==> src/rtl/uart_rx_16x.sv <==
// 16x-oversampled UART receiver with 2-of-3 mid-bit voting,
// framing/overrun reporting and a valid/ready output register.
module uart_rx_16x #(
    parameter int DATA_BITS   = 8,
    parameter int OVERSAMPLE  = 16,
    parameter int SYNC_STAGES = 2
) (
    input  logic                 clk,
    input  logic                 rst,
    input  logic                 tick_16x,
    input  logic                 rx,
    input  logic                 rx_ready,
    output logic [DATA_BITS-1:0] rx_data,
    output logic                 rx_valid,
    output logic                 framing_err,
    output logic                 overrun,
    output logic                 busy
);

    localparam int CW = $clog2(OVERSAMPLE);
    localparam int IW = (DATA_BITS > 1) ? $clog2(DATA_BITS) : 1;

    localparam logic [CW-1:0] C_S0   = CW'(OVERSAMPLE / 2 - 1);
    localparam logic [CW-1:0] C_S1   = CW'(OVERSAMPLE / 2);
    localparam logic [CW-1:0] C_S2   = CW'(OVERSAMPLE / 2 + 1);
    localparam logic [CW-1:0] C_LAST = CW'(OVERSAMPLE - 1);
    localparam logic [IW-1:0] I_LAST = IW'(DATA_BITS - 1);

    typedef enum logic [2:0] {
        IDLE,
        START,
        DATA,
        STOP,
        WAIT_HIGH
    } state_t;

    state_t                 state, state_n;
    logic [SYNC_STAGES-1:0] sync;
    logic                   rxs;
    logic [CW-1:0]          cnt, cnt_n;
    logic [IW-1:0]          idx, idx_n;
    logic [DATA_BITS-1:0]   shreg, shreg_n;
    logic                   samp_a, samp_a_n;
    logic                   samp_b, samp_b_n;
    logic                   maj;
    logic                   done;
    logic                   ferr;

    // Idle-high reset value keeps the FSM from seeing a false start edge.
    always_ff @(posedge clk) begin
        if (rst) begin
            sync <= '1;
        end else begin
            sync <= {sync[SYNC_STAGES-2:0], rx};
        end
    end

    assign rxs  = sync[SYNC_STAGES-1];
    assign maj  = (samp_a & samp_b) | (samp_a & rxs) | (samp_b & rxs);
    assign busy = (state != IDLE);

    always_ff @(posedge clk) begin
        if (rst) begin
            state  <= IDLE;
            cnt    <= '0;
            idx    <= '0;
            shreg  <= '0;
            samp_a <= 1'b1;
            samp_b <= 1'b1;
        end else begin
            state  <= state_n;
            cnt    <= cnt_n;
            idx    <= idx_n;
            shreg  <= shreg_n;
            samp_a <= samp_a_n;
            samp_b <= samp_b_n;
        end
    end

    always_comb begin
        state_n  = state;
        cnt_n    = cnt;
        idx_n    = idx;
        shreg_n  = shreg;
        samp_a_n = samp_a;
        samp_b_n = samp_b;
        done     = 1'b0;
        ferr     = 1'b0;
        if (tick_16x) begin
            cnt_n = cnt + 1'b1;
            if (cnt == C_S0) samp_a_n = rxs;
            if (cnt == C_S1) samp_b_n = rxs;
            unique case (state)
                IDLE: begin
                    cnt_n = '0;
                    if (!rxs) state_n = START;
                end
                START: begin
                    if (cnt == C_S2 && maj) begin
                        state_n = IDLE;
                        cnt_n   = '0;
                    end else if (cnt == C_LAST) begin
                        state_n = DATA;
                        idx_n   = '0;
                    end
                end
                DATA: begin
                    if (cnt == C_S2) begin
                        shreg_n = {maj, shreg[DATA_BITS-1:1]};
                    end
                    if (cnt == C_LAST) begin
                        if (idx == I_LAST) begin
                            state_n = STOP;
                        end else begin
                            idx_n = idx + 1'b1;
                        end
                    end
                end
                // Stop is resolved mid-bit so back-to-back frames keep margin.
                STOP: begin
                    if (cnt == C_S2) begin
                        cnt_n = '0;
                        if (maj) begin
                            done    = 1'b1;
                            state_n = IDLE;
                        end else begin
                            ferr    = 1'b1;
                            state_n = WAIT_HIGH;
                        end
                    end
                end
                WAIT_HIGH: begin
                    cnt_n = '0;
                    if (rxs) state_n = IDLE;
                end
                default: begin
                    state_n = IDLE;
                    cnt_n   = '0;
                end
            endcase
        end
    end

    always_ff @(posedge clk) begin
        if (rst) begin
            rx_data     <= '0;
            rx_valid    <= 1'b0;
            framing_err <= 1'b0;
            overrun     <= 1'b0;
        end else begin
            framing_err <= ferr;
            overrun     <= 1'b0;
            if (done) begin
                if (!rx_valid || rx_ready) begin
                    rx_data  <= shreg;
                    rx_valid <= 1'b1;
                end else begin
                    overrun <= 1'b1;
                end
            end else if (rx_valid && rx_ready) begin
                rx_valid <= 1'b0;
            end
        end
    end

endmodule

==> config.mk <==
export PLATFORM = sky130hd
export DESIGN_NAME = uart_rx_16x
export DESIGN_NICKNAME = d
export VERILOG_FILES = /design/src/rtl/uart_rx_16x.sv
export SDC_FILE = /design/constraint.sdc
export NUM_CORES = 1
export LEC_CHECK = 0
export ABC_CLOCK_PERIOD_IN_PS = 2100
export CAP_MARGIN = 10
export CORE_MARGIN = 1
export CORE_UTILIZATION = 35
export CTS_CLUSTER_DIAMETER = 30
export CTS_CLUSTER_SIZE = 28
export DETAILED_ROUTE_END_ITERATION = 12
export GPL_TIMING_DRIVEN = 0
export HOLD_SLACK_MARGIN = 0.02
export PLACE_DENSITY_LB_ADDON = 0.05
export SYNTH_ARGS = -nofsm -noshare
export SYNTH_HDL_FRONTEND = slang
export SYNTH_SLANG_ARGS = --single-unit
==> constraint.sdc <==
create_clock -name clk -period 2.1 [get_ports clk]
set_input_delay 0.42 -clock clk [delete_from_list [all_inputs] [get_ports clk]]
set_output_delay 0.42 -clock clk [all_outputs]
set_load 0.03 [all_outputs]
==> results of run 1 <==
[cells in the final DEF, fill, tap and decap left out, types with 2 or more instances in the layout]
cell and n:
or2_2 5, clkbuf_1 4, clkbuf_8 6, nor2_1 31, or3_1 2, o22ai_1 2
a21oi_1 3, a211o_1 3, nand3_1 5, mux2i_1 22, inv_1 5, nand2b_1 6
o21ai_0 2, clkdlybuf4s50_1 15, ha_1 5, and2_1 2, nand4b_1 2, dfxtp_1 33
nand2_1 7
[registers in the layout, indices dropped and copies added, names as in the netlist]
register,count
rx_valid,1
overrun,1
cnt,4
state,3
rx_data,8
idx,3
sync,2
samp_b,1
shreg,8
samp_a,1
framing_err,1
[metrics by stage]
step / cells / instance area, sq um / TNS, ps
after floorplan: 157 / 1470 / 0
after CTS: 231 / 1810 / 0
after global placement: 223 / 1690 / -986
after global routing: 231 / 1810 / 0
final: 231 / 1810 / 0
after detailed placement: 223 / 1690 / -1210
[cell type report]
class	count	share of cell area (%)
Multi-Input combinational cell	114	42.2
Sequential cell	33	36.5
Timing Repair Buffer	16	8.77
Clock buffer	7	4.77
Tap cell	50	3.45
Clock inverter	1	1.66
Buffer	5	1.66
Inverter	5	1.04
[repair_timing]
action / in CTS / in global routing
endpoints found under the setup margin: 1 / 2
gates cloned: 0 / 0
gates resized for setup: 1 / 1
[final timing paths]
| check | start | end | slack [ps] |
|---|---|---|---|
| setup / recovery | cnt[1] | cnt[3] | 170 |
| setup reg to reg | cnt[1] | cnt[3] | 170 |
| hold / removal | sync[0] | sync[1] | 410 |
| hold reg to reg | sync[0] | sync[1] | 410 |
[layer usage]
layer  routed length [microns]  vias to the layer above  global-route usage (%)
li1                          -                      585                       -
met1                      1490                      547                    19.7
met2                      1330                       20                    23.6
met3                       112                        6                    4.97
met4                        57                        0                    7.18
met5                         0                        -                       0
[power by group]
group | switching, mW | internal (mW) | total [mW]
Combinational | 0.0349 | 0.0236 | 0.0584
Sequential | 0.00450 | 0.630 | 0.634
Clock | 0.229 | 0.387 | 0.616
[logic make-up (layout without fill, tap and decap cells)]
group / Yosys count / in the layout / synth area share [%]
DFF: 33 / 33 / 45.0
adders and majority gates: 6 / 6 / 5.03
and+or+nand+nor: 69 / 69 / 23.4
AOI/OAI and AO/OA: 16 / 16 / 7.67
xor gates and xnor gates: 1 / 1 / 0.596
muxes: 22 / 22 / 15.0
buffers and inverters: 10 / 34 / 3.32
==> impl_metrics.py, run 1 <==
metrics = {
    "clock_tree": {
        "cts_tree": "done",
        "path_clk_slew_ps": 70,
        "holdBufCountCts": 0,
        "cts-root-buf": "clkbuf_8",
        "cts_setup_buffers": 0,
        "cts_buffer_depth": 2,
        "cts_buffers": 5,
        "numClockSinks": 33,
        "htreeDepth": 2,
        "clk_latency_ps": 280,
    },
    "logic_synthesis": {
        "synth_edf_count": 0,
        "ys_seq_area_share_pct": 45.0,
        "synth_common_cells": "dfxtp_1, nor2_1, mux2i_1",
        "synth.area.top_cells": "dfxtp_1, mux2i_1, nor2_1",
        "synth_top_area_share_pct": 45.0,
        "netlist_area_sq_mm": 0.00147,
        "synth_most_common_cell": "dfxtp_1",
        "yosysTopAreaCell": "dfxtp_1",
        "synthCells": 157,
        "ys_seq_elements": 33,
        "synth.avg_cell_area_sq_um": 9.36,
        "yosys_warnings": 0,
        "synthArstFlopShare_pct": 0,
        "synth_cell_types": 35,
        "synthFlopType": "dfxtp_1",
        "synth_nets": 167,
    },
    "setup_path": {
        "cp_top_family": "compound AO/OA/AOI/OAI gates",
        "crit_path_max_fanout": 6,
        "slowest_stage": "o21ai_0",
        "r2r.worst_path.cells": 7,
        "critical_path_class": "reg -> reg",
        "path_cells": "inv_1, ha_1, and3b_1, o21a_1, o21ai_0, a31oi_1, o22ai_1",
        "cp.depth": 7,
        "crit_path_end_kind": "flip-flop",
        "slowest_delay_ps": 560,
        "critPathBufInv": 1,
        "cp-start-kind": "flip-flop",
        "required_ps": 2310,
        "arrival_ps": 2150,
    },
    "die": {
        "die_w_microns": 66.8,
        "fp-row-count": 23,
        "dieArea_sq_mm": 0.00446,
        "initial_core_util_pct": 36.5,
        "die_h_microns": 66.8,
        "core_sq_mm": 0.00403,
        "io-pin-count": 17,
    },
    "layout": {
        "fin_nets": 190,
        "antenna_cells": 0,
        "fin_util_pct": 45.0,
        "area_growth_syn_to_layout_pct": 23.3,
        "fillers": 404,
        "seqCellArea_sq_um": 661,
        "multi_input_area_sq_um": 764,
        "drive_gt1_share_pct": 9.94,
    },
    "timing": {
        "fmax_ghz": 0.517,
        "fin_crit_sh_pct": 92.0,
        "rsz0062_at_grt": "false",
        "slew_headroom_pct": 51.9,
        "hold_slack_ps": 414,
        "hold_violations": 0,
        "finalCriticalPeriod_ps": 1930,
        "setup_ws_ps": 167,
        "clock_skew_ps": 4.64,
        "setup_viol": 0,
        "worstMarginPinSlew_ps": 714,
        "slew_violations": 0,
    },
    "place": {
        "hpwlAfterDp_microns": 2130,
        "place_ws_ps": -172,
        "portBuffers": 16,
        "gp_congestion": 0.720,
    },
    "grt": {
        "grt_max_degree": 11,
        "grt_pass1_vias": 1089,
        "grt_pass1_wl_microns": 5070,
        "grt_antenna_before_repair": 0,
        "grt-ovfl-total": 0,
        "grt_usage_pct": 15.5,
    },
    "outcome": {
        "status": "finished clean",
    },
    "power_and_ir_drop": {
        "total_power_mw": 1.31,
        "p_leak_nw": 0.719,
        "ir_worst_vdd_v": 0.000361,
        "powerDensity_mw_per_mm2": 722,
    },
    "detailed_routing": {
        "drt_first_iter_violations": 50,
        "dr.pass1.iters": 4,
        "ant_nets": 0,
        "wl_per_cell_microns": 13.0,
        "wl_microns": 3000,
        "drc": 0,
        "vias_per_cell": 5.01,
        "vias": 1158,
    },
    "hold_path": {
        "worstHoldPathCells": 1,
        "min_path_type": "reg -> reg",
    },
    "run": {
        "maxCapViolations": 0,
    },
}
Power figures use the tool's default switching activity.
==> run 2: changes to the inputs <==
--- a/config.mk
+++ b/config.mk
@@ -8,7 +8,7 @@
 export ABC_CLOCK_PERIOD_IN_PS = 2100
 export CAP_MARGIN = 10
 export CORE_MARGIN = 1
-export CORE_UTILIZATION = 35
+export CORE_UTILIZATION = 50
 export CTS_CLUSTER_DIAMETER = 30
 export CTS_CLUSTER_SIZE = 28
 export DETAILED_ROUTE_END_ITERATION = 12
==> impl_metrics.py, run 2 (synthesized netlist as in run 1, its figures left out) <==
metrics = {
    "layout": {
        "area_growth_syn_to_layout_pct": 17.2,
        "antenna_cells": 0,
        "top_regs": "rx_data: 8 flops, shreg: 8 flops, cnt: 4 flops",
        "layout_common_cells": "dfxtp_1, nor2_1, mux2i_1",
        "drive_gt1_share_pct": 8.89,
        "mostFrequentLayoutCell": "dfxtp_1",
        "fin_util_pct": 61.9,
        "fin_nets": 190,
    },
    "hold_path": {
        "min_path_type": "reg -> reg",
        "worstHoldPathCells": 1,
        "worstHoldStart": "sync[0]",
    },
    "detailed_routing": {
        "ant_nets": 0,
        "vias_per_cell": 5.44,
        "drt_first_iter_violations": 17,
        "dr.pass1.iters": 4,
        "vias": 1148,
        "drc": 0,
        "wl_per_cell_microns": 12.6,
        "wl_microns": 2670,
    },
    "grt": {
        "grt-ovfl-total": 0,
        "grt_usage_pct": 19.0,
        "grt_pass1_wl_microns": 4620,
        "grt_max_degree": 11,
        "grt_antenna_before_repair": 0,
        "grt_pass1_vias": 1100,
    },
    "setup_path": {
        "critical_path_class": "in -> reg",
        "crit_path_end_kind": "flip-flop",
        "slowest_delay_ps": 550,
        "startpoint": "tick_16x",
        "crit_path_max_fanout": 8,
        "required_ps": 2300,
        "r2r.worst_path.cells": 6,
        "path_cells": "clkdlybuf4s50_1, nand4b_1, nor2_1, nand3_1, mux2i_1, nor2_1",
        "cpMostUsedCell": "nor2_1",
        "critPathBufInv": 1,
        "arrival_ps": 2110,
        "slowest_stage": "clkdlybuf4s50_1",
        "cp-start-kind": "input pin",
        "cp_top_family": "simple AND/OR/NAND/NOR gates",
        "reg2reg_from": "cnt[0]",
        "cp.depth": 6,
    },
    "timing": {
        "slew_violations": 0,
        "setup_ws_ps": 190,
        "fin_crit_sh_pct": 90.9,
        "slew_headroom_pct": 60.0,
        "finalCriticalPeriod_ps": 1910,
        "hold_violations": 0,
        "rsz0062_at_grt": "false",
        "clock_skew_ps": 9.63,
        "fmax_ghz": 0.524,
        "worstMarginPinSlew_ps": 594,
        "setup_viol": 0,
    },
    "die": {
        "die_w_microns": 56.2,
        "initial_core_util_pct": 52.8,
        "fp-row-count": 19,
        "core_sq_mm": 0.00278,
        "die_h_microns": 56.2,
        "io-pin-count": 17,
        "dieArea_sq_mm": 0.00316,
    },
    "clock_tree": {
        "cts_resized": 1,
        "htreeDepth": 2,
        "path_clk_slew_ps": 100,
        "holdBufCountCts": 0,
        "cts_tree": "done",
        "cts_buffers": 5,
        "numClockSinks": 33,
        "cts-root-buf": "clkbuf_4",
        "cts_setup_buffers": 0,
        "cts_buffer_depth": 2,
        "clk_latency_ps": 330,
    },
    "power_and_ir_drop": {
        "ir_worst_vdd_v": 0.000625,
        "p_leak_nw": 0.692,
        "internal_power_mw": 0.811,
        "power.share.combinational_pct": 5.4,
        "p_seq_share_pct": 60.8,
        "powerDensity_mw_per_mm2": 606,
        "p_switching_mw": 0.232,
        "switching_share_pct": 22.2,
        "clkPwrFrac_pct": 33.8,
    },
    "outcome": {
        "status": "finished clean",
    },
    "place": {
        "gp_congestion": 0.754,
        "hpwlAfterDp_microns": 1930,
        "portBuffers": 16,
        "place_ws_ps": -163,
    },
    "run": {
        "maxCapViolations": 0,
    },
}
## run 2: worst paths after layout
check	slack (ps)	endpoint
worst max-delay path	190	rx_data[7]
worst min-delay path	410	sync[1]
worst max register to register	220	state[2]
worst min register to register	410	sync[1]
## run 2: cell type report
| cell class | count | area, sq um |
|---|---|---|
| Buffer | 5 | 30.0 |
| Timing Repair Buffer | 16 | 159 |
| Multi-Input combinational cell | 114 | 759 |
| Fill cell | 262 | 1060 |
| Sequential cell | 33 | 661 |
| Clock buffer | 7 | 55.1 |
| Inverter | 5 | 18.8 |
| Tap cell | 31 | 38.8 |
## run 2: through the flow
step	total power, mW	std cells	setup TNS (ps)	hold WS [ps]	area (sq um)
final	1.04	211	0	413	1720
after global routing	1.09	211	0	430	1720
after CTS	1.06	211	0	423	1720
after detailed placement	0.707	204	-1060	408	1670
after global placement	0.706	204	-838	392	1670
after floorplan	0.685	157	0	389	1470
## run 2: power groups by stage
stage	Combinational, mW	Sequential [mW]	Clock [mW]
final	0.0566	0.634	0.352
after global routing	0.0626	0.635	0.392
after CTS	0.0569	0.634	0.371
after detailed placement	0.0580	0.649	0
after global placement	0.0574	0.648	0
after floorplan	0.0379	0.647	0
## run 2: metal layers
| layer | wire length, microns | track usage [%] | vias to the layer above | part of all wire (%) |
|---|---|---|---|---|
| met4 | 44 | 7.32 | 0 | 1.6 |
| met1 | 1300 | 22.1 | 536 | 49 |
| met5 | 0 | 0 | - | 0 |
| met3 | 108 | 6.98 | 5 | 4.0 |
| li1 | - | - | 589 | - |
| met2 | 1220 | 31.8 | 18 | 46 |
